===== config.mk =====
export PLATFORM = sky130hd
export DESIGN_NAME = rst_seq
export DESIGN_NICKNAME = d
export VERILOG_FILES = /design/src/rtl/rst_seq.sv
export SDC_FILE = /design/constraint.sdc
export NUM_CORES = 1
export LEC_CHECK = 0
export CAP_MARGIN = 20
export CELL_PAD_IN_SITES_DETAIL_PLACEMENT = 0
export CELL_PAD_IN_SITES_GLOBAL_PLACEMENT = 1
export CORE_MARGIN = 2
export CORE_UTILIZATION = 47
export CTS_BUF_LIST = sky130_fd_sc_hd__clkbuf_8
export DETAILED_ROUTE_END_ITERATION = 16
export GPL_TIMING_DRIVEN = 0
export PLACE_DENSITY = 0.91
export SETUP_SLACK_MARGIN = 0.02
export SYNTH_ARGS = -nofsm -noshare
export SYNTH_HDL_FRONTEND = slang
export SYNTH_SLANG_ARGS = --single-unit
export TNS_END_PERCENT = 5

===== constraint.sdc =====
create_clock -name dst_clk -period 6 [get_ports dst_clk]
set_clock_uncertainty 0.1 [all_clocks]
set_input_delay 1.2 -clock dst_clk [delete_from_list [all_inputs] [get_ports dst_clk]]
set_output_delay 1.2 -clock dst_clk [all_outputs]
set_load 0.02 [all_outputs]

===== src/rtl/rst_seq.sv =====
// Multi-channel reset sequencer: async assert, DEPTH-flop sync release, HOLD stretch, then ack-gated staggered per-channel release.
// Latency: ch0 releases DEPTH+HOLD_CYCLES edges after dst_rst falls; each later channel follows its predecessor's accept by STAGGER+1 edges.
// Backpressure: none; a missing ch_ack is tolerated for ACK_TIMEOUT edges, then flagged. Optional RST_SEQ_SW_RST_EN adds sw_rst_req re-sequencing.
module rst_seq #(
  parameter int DEPTH       = 2,
  parameter int NUM_CH      = 3,
  parameter int HOLD_CYCLES = 4,
  parameter int STAGGER     = 2,
  parameter int ACK_TIMEOUT = 8
) (
  input  logic              dst_clk,
  input  logic              dst_rst,
`ifdef RST_SEQ_SW_RST_EN
  input  logic              sw_rst_req,
`endif
  input  logic [NUM_CH-1:0] ch_ack,
  output logic [NUM_CH-1:0] ch_rst_n,
  output logic              seq_done,
  output logic              timeout_err
);

  localparam int MAX_HS  = (HOLD_CYCLES > STAGGER) ? HOLD_CYCLES : STAGGER;
  localparam int MAX_CNT = (MAX_HS > ACK_TIMEOUT) ? MAX_HS : ACK_TIMEOUT;
  localparam int CNT_W   = (MAX_CNT > 0) ? $clog2(MAX_CNT + 1) : 1;
  localparam int IDX_W   = (NUM_CH > 1) ? $clog2(NUM_CH) : 1;

  typedef enum logic [2:0] {
    SYNC = 3'd0,
    HOLD = 3'd1,
    WAIT = 3'd2,
    GAP  = 3'd3,
    DONE = 3'd4
  } state_t;

  state_t            state_q, state_d;
  logic [DEPTH-1:0]  sync_q;
  logic [CNT_W-1:0]  cnt_q, cnt_d, cnt_inc;
  logic [IDX_W-1:0]  idx_q, idx_d, rel_idx;
  logic [NUM_CH-1:0] rst_n_d;
  logic              done_d, err_d;
  logic              rel, acc;
  logic              sync_out;

  assign sync_out = sync_q[DEPTH-1];
  assign cnt_inc  = (cnt_q == {CNT_W{1'b1}}) ? cnt_q : cnt_q + CNT_W'(1);

  // The chain is never cleared by a software request: only dst_rst restarts synchronisation.
  always_ff @(posedge dst_clk or posedge dst_rst) begin
    if (dst_rst) begin
      sync_q <= '0;
    end else begin
      sync_q <= {sync_q[DEPTH-2:0], 1'b1};
    end
  end

  always_ff @(posedge dst_clk or posedge dst_rst) begin
    if (dst_rst) begin
      state_q     <= SYNC;
      cnt_q       <= '0;
      idx_q       <= '0;
      ch_rst_n    <= '0;
      seq_done    <= 1'b0;
      timeout_err <= 1'b0;
    end else begin
      state_q     <= state_d;
      cnt_q       <= cnt_d;
      idx_q       <= idx_d;
      ch_rst_n    <= rst_n_d;
      seq_done    <= done_d;
      timeout_err <= err_d;
    end
  end

  always_comb begin
    state_d = state_q;
    cnt_d   = cnt_q;
    idx_d   = idx_q;
    rst_n_d = ch_rst_n;
    done_d  = seq_done;
    err_d   = timeout_err;
    rel     = 1'b0;
    rel_idx = '0;
    acc     = 1'b0;

    case (state_q)
      SYNC: begin
        // Leave on the edge where the chain output itself goes high.
        if (sync_q[DEPTH-2]) begin
          cnt_d = '0;
          if (HOLD_CYCLES == 0) begin
            rel = 1'b1;
          end else begin
            state_d = HOLD;
          end
        end
      end
      HOLD: begin
        if (sync_out) begin
          if (int'(cnt_q) + 1 >= HOLD_CYCLES) begin
            rel = 1'b1;
          end else begin
            cnt_d = cnt_inc;
          end
        end
      end
      WAIT: begin
        if (ACK_TIMEOUT == 0 || ch_ack[idx_q]) begin
          acc = 1'b1;
        end else if (int'(cnt_q) + 1 >= ACK_TIMEOUT) begin
          acc   = 1'b1;
          err_d = 1'b1;
        end else begin
          cnt_d = cnt_inc;
        end
      end
      GAP: begin
        if (cnt_q == CNT_W'(STAGGER)) begin
          rel     = 1'b1;
          rel_idx = idx_q + IDX_W'(1);
        end else begin
          cnt_d = cnt_inc;
        end
      end
      DONE: begin
        state_d = DONE;
      end
      default: begin
        state_d = SYNC;
      end
    endcase

    // Release of a channel; with no ack wait the release edge is also its accept edge.
    if (rel) begin
      rst_n_d[rel_idx] = 1'b1;
      idx_d            = rel_idx;
      cnt_d            = '0;
      state_d          = WAIT;
      if (ACK_TIMEOUT == 0) begin
        acc = 1'b1;
      end
    end

    if (acc) begin
      cnt_d = '0;
      if (idx_d == IDX_W'(NUM_CH - 1)) begin
        done_d  = 1'b1;
        state_d = DONE;
      end else begin
        state_d = GAP;
      end
    end

`ifdef RST_SEQ_SW_RST_EN
    // Software re-sequence restarts from the stretch, keeping the hardware sync result.
    if (sw_rst_req && state_q != SYNC) begin
      rst_n_d = '0;
      done_d  = 1'b0;
      err_d   = 1'b0;
      idx_d   = '0;
      cnt_d   = '0;
      state_d = HOLD;
    end
`endif
  end

endmodule

==> impl_metrics.csv <==
group,metric,value,unit
timing,maxSlewViolCount,0,
global_routing,vias_in_the_first_global_route,707,
floorplan,die_y,47.5,microns
critical_path,cp_max_fo,4,
cells_and_area,syn2layout_area_growth,19.8,%
drt,detail_route.first_pass.iterations,4,
floorplan,floorplan.rows,15,
clock_tree,cts.clk_slew.worst_paths,0.06,ns
timing,achievable-frequency,380,MHz
floorplan,fp.dieArea,2260,sq um
clock_tree,cts_buffers,3,
synth,netlist_top_cells_area,"sky130_fd_sc_hd__dfrtp_1 (45%), sky130_fd_sc_hd__a21oi_1 (3.9%), sky130_fd_sc_hd__nand2_1 (3.8%)",
timing,totalNegativeSetupSlack,0,ns
global_routing,grt_pass1_wl,3060,microns
floorplan,floorplan.initialDensity,51.0,%
min_path,timing.hold.worst.start,"sync_q[0]",
critical_path,cp_data_arrival_time,2.69,ns
status,outcome,"finished, final reports clean",
floorplan,die_x,47.5,microns
clock_tree,clock_tree.htree_level_count,1,
cells_and_area,final_layout_size_suffix_gt1_share,12.4,%
critical_path,worst_setup_path_startpoint,"ch_ack[2]",
global_routing,grt_antenna_before_repair,0,
place,detailed_place_hpwl,1340,microns
synth,ys_ff_latch,16,
synth,yosysSeqAreaShare,44.9,%
clock_tree,ctsLongestPathBuffers,2,
power,power.leakage,0.488,nW
critical_path,cp.required,6.06,ns
power,ir_drop,0.314,mV
critical_path,critical_path.cell_chain,"clkdlybuf4s50_1 > mux2i_1 > nor2_1 > o31ai_1 > nand2_1 > a211oi_1",
clock_tree,clock_sink_count,16,
synth,async_flop_share,100,%
drt,post_drt_wl_per_cell,14.3,microns
critical_path,reg2reg_launch_point,"cnt_q[0]",
clock_tree,cts_hold_buffers,0,
floorplan,core,1750,sq um
synth,syn_nets,99,
synth,synth-edff-count,0,
drt,first_iter_violations,26,
timing,rsz_0062_raised_after_global_routing,"false",
timing,timing.final.crit_share,43.9,%
clock_tree,post_cts_resize_count,0,
place,dpl-instance-area,1010,sq um
critical_path,register_to_register_path_depth,6,
cells_and_area,layoutNonFillerInstCount,130,
synth,yosys_warnings,0,
critical_path,slowest_cell_delay_on_critical_path,0.43,ns
global_routing,total_congestion_overflow_after_global_routing,0,
synth,post-synth-top-area-fraction,44.9,%
timing,final.min_clock_period,2.63,ns
timing,setup_ws,3.37,ns
drt,detail_route.wirelength,1860,microns
critical_path,timing.critical_path.to_type,"register",
cells_and_area,diode_count,0,
run,max_cap_viol,0,
power,totalPowerFinal,580,uW
timing,report.final.setup_viol,0,
critical_path,setup.worst_path.class,"primary input to register",
global_routing,total_global_route_track_usage,20.0,%
timing,worst_slew_pin_slew,0.625,ns
synth,unique_masters_post_synth,39,
timing,timing_hold_violations_final,0,
critical_path,setup.worst_path.start_class,"primary input",
power,power.density,543,nW/um^2
floorplan,ios,10,
clock_tree,tritoncts,"done",
synth,synthesis.area,891,sq um
drt,drcViolationCount,0,
timing,maxSlewHeadroom,58.3,%
critical_path,critical-path-slowest-cell,"sky130_fd_sc_hd__o31ai_1",
drt,dr_total_vias,748,
place,detailedPlace.worstSlack,3.14,ns
clock_tree,clockRootBuffer,"sky130_fd_sc_hd__clkbuf_8",
synth,netlist_instances,92,
place,placed_cells,126,
cells_and_area,nets,113,
clock_tree,worst_skew_pair.late_latency,0.25,ns
place,placement.io_buffers,9,
drt,route.antenna.remaining_nets,0,
place,gp_routability_congestion,0.783,
global_routing,largest_net_degree_at_the_start_of_global_routing,17,
synth,avgSynthCellArea,9.68,sq um
cells_and_area,post-route-cell-area,1070,sq um
min_path,cell_depth_of_the_worst_hold_path,0,
min_path,hp-class,"register to register",
synth,synth_flop_cell,"sky130_fd_sc_hd__dfrtp_1",
synth,synth_top_cell_by_area,"sky130_fd_sc_hd__dfrtp_1",
clock_tree,post-cts-setup-buffer-count,0,
drt,route.detailed.vias_per_inst,5.75,
state kept, by name, summed over array words and instances (netlist names):
| name | flops |
|---|---|
| seq_done | 1 |
| timeout_err | 1 |
| sync_q | 2 |
| cnt_q | 4 |
| ch_rst_n | 3 |
| state_q | 3 |
| idx_q | 2 |
path summary, 6_finish.rpt:
check,to,slack (ns)
hold reg to reg,sync_q[1],0.31
setup reg to reg,state_q[0],3.85
setup / recovery,cnt_q[2],3.37
max in group asynchronous,cnt_q[0],4.17
min in group asynchronous,seq_done,1.22
hold / removal,sync_q[1],0.31
cells by family (layout without fill, tap and decap cells):
kind of cell             after synthesis  after routing  share of synthesized area (%)
AND/OR/NAND/NOR                       35             35                           22.3
AO/OA/AOI/OAI                         28             28                           23.0
flip-flops                            16             16                           44.9
buffers and inverters                  8             21                           4.21
adder cells (fa/ha/maj)                2              2                           2.81
multiplexers                           2              2                           2.25
other                                  1              1                          0.421
through the flow:
step           util [%]  hold slack (ns)
2_1_floorplan         -            0.273
3_3_place_gp       58.0            0.288
3_5_place_dp       58.0            0.295
4_1_cts            61.1            0.310
5_1_grt            61.1            0.323
6_report           61.1            0.312
Yosys cell counts (2+ instances only):
cell	count
sky130_fd_sc_hd__dfrtp_1	16
sky130_fd_sc_hd__nand2_1	9
sky130_fd_sc_hd__a21oi_1	7
sky130_fd_sc_hd__inv_1	7
sky130_fd_sc_hd__nor2_1	7
sky130_fd_sc_hd__a31oi_1	3
sky130_fd_sc_hd__nand2b_1	3
sky130_fd_sc_hd__nor2b_1	3
sky130_fd_sc_hd__a21o_1	2
sky130_fd_sc_hd__ha_1	2
sky130_fd_sc_hd__mux2i_1	2
sky130_fd_sc_hd__o21ai_0	2
sky130_fd_sc_hd__o21bai_1	2
sky130_fd_sc_hd__or3_1	2
metal layers:
| metal | global-route usage [%] | vias up | part of all wire [%] |
|---|---|---|---|
| met2 | 30.3 | 34 | 49 |
| met3 | 4.53 | 7 | 4.8 |
| met5 | 0 | - | 0 |
| met4 | 14.1 | 0 | 2.3 |
| li1 | - | 353 | - |
| met1 | 25.4 | 354 | 44 |
layout make-up:
class	count	area (sq um)
plain buffers	1	11.3
multi-input cells	68	453
fillers	144	678
well taps	25	31.3
inverters	7	26.3
clock buffers	4	55.1
flip-flops and latches	16	400
repair buffers	9	90.1
critical path, delay by kind of cell:
| family | cells | cell delay, ns |
|---|---|---|
| buf+inv | 1 | 0.40 |
| compound gates | 2 | 0.65 |
| mux | 1 | 0.13 |
| simple gates | 2 | 0.30 |
cells in the final DEF (no fill, tap or decap), drive strengths merged, types with 2 or more instances in the layout:
cell type | netlist | final
dfrtp | 16 | 16
nand2 | 9 | 9
clkdlybuf4s50 | 0 | 9
a21oi | 8 | 8
nor2 | 7 | 7
inv | 7 | 7
clkbuf | 0 | 4
nand2b | 3 | 3
nor2b | 3 | 3
a31oi | 3 | 3
or3 | 3 | 3
mux2i | 2 | 2
o21ai | 2 | 2
a21o | 2 | 2
o21bai | 2 | 2
ha | 2 | 2
and3 | 2 | 2
or2 | 2 | 2
nand3 | 2 | 2
report_power, final:
group	internal (mW)	switching, mW
sequential	0.151	0.0491
combinational	0.136	0.149
clock	0.0582	0.0373
total	0.345	0.235
(Power assumes the default switching activity.)
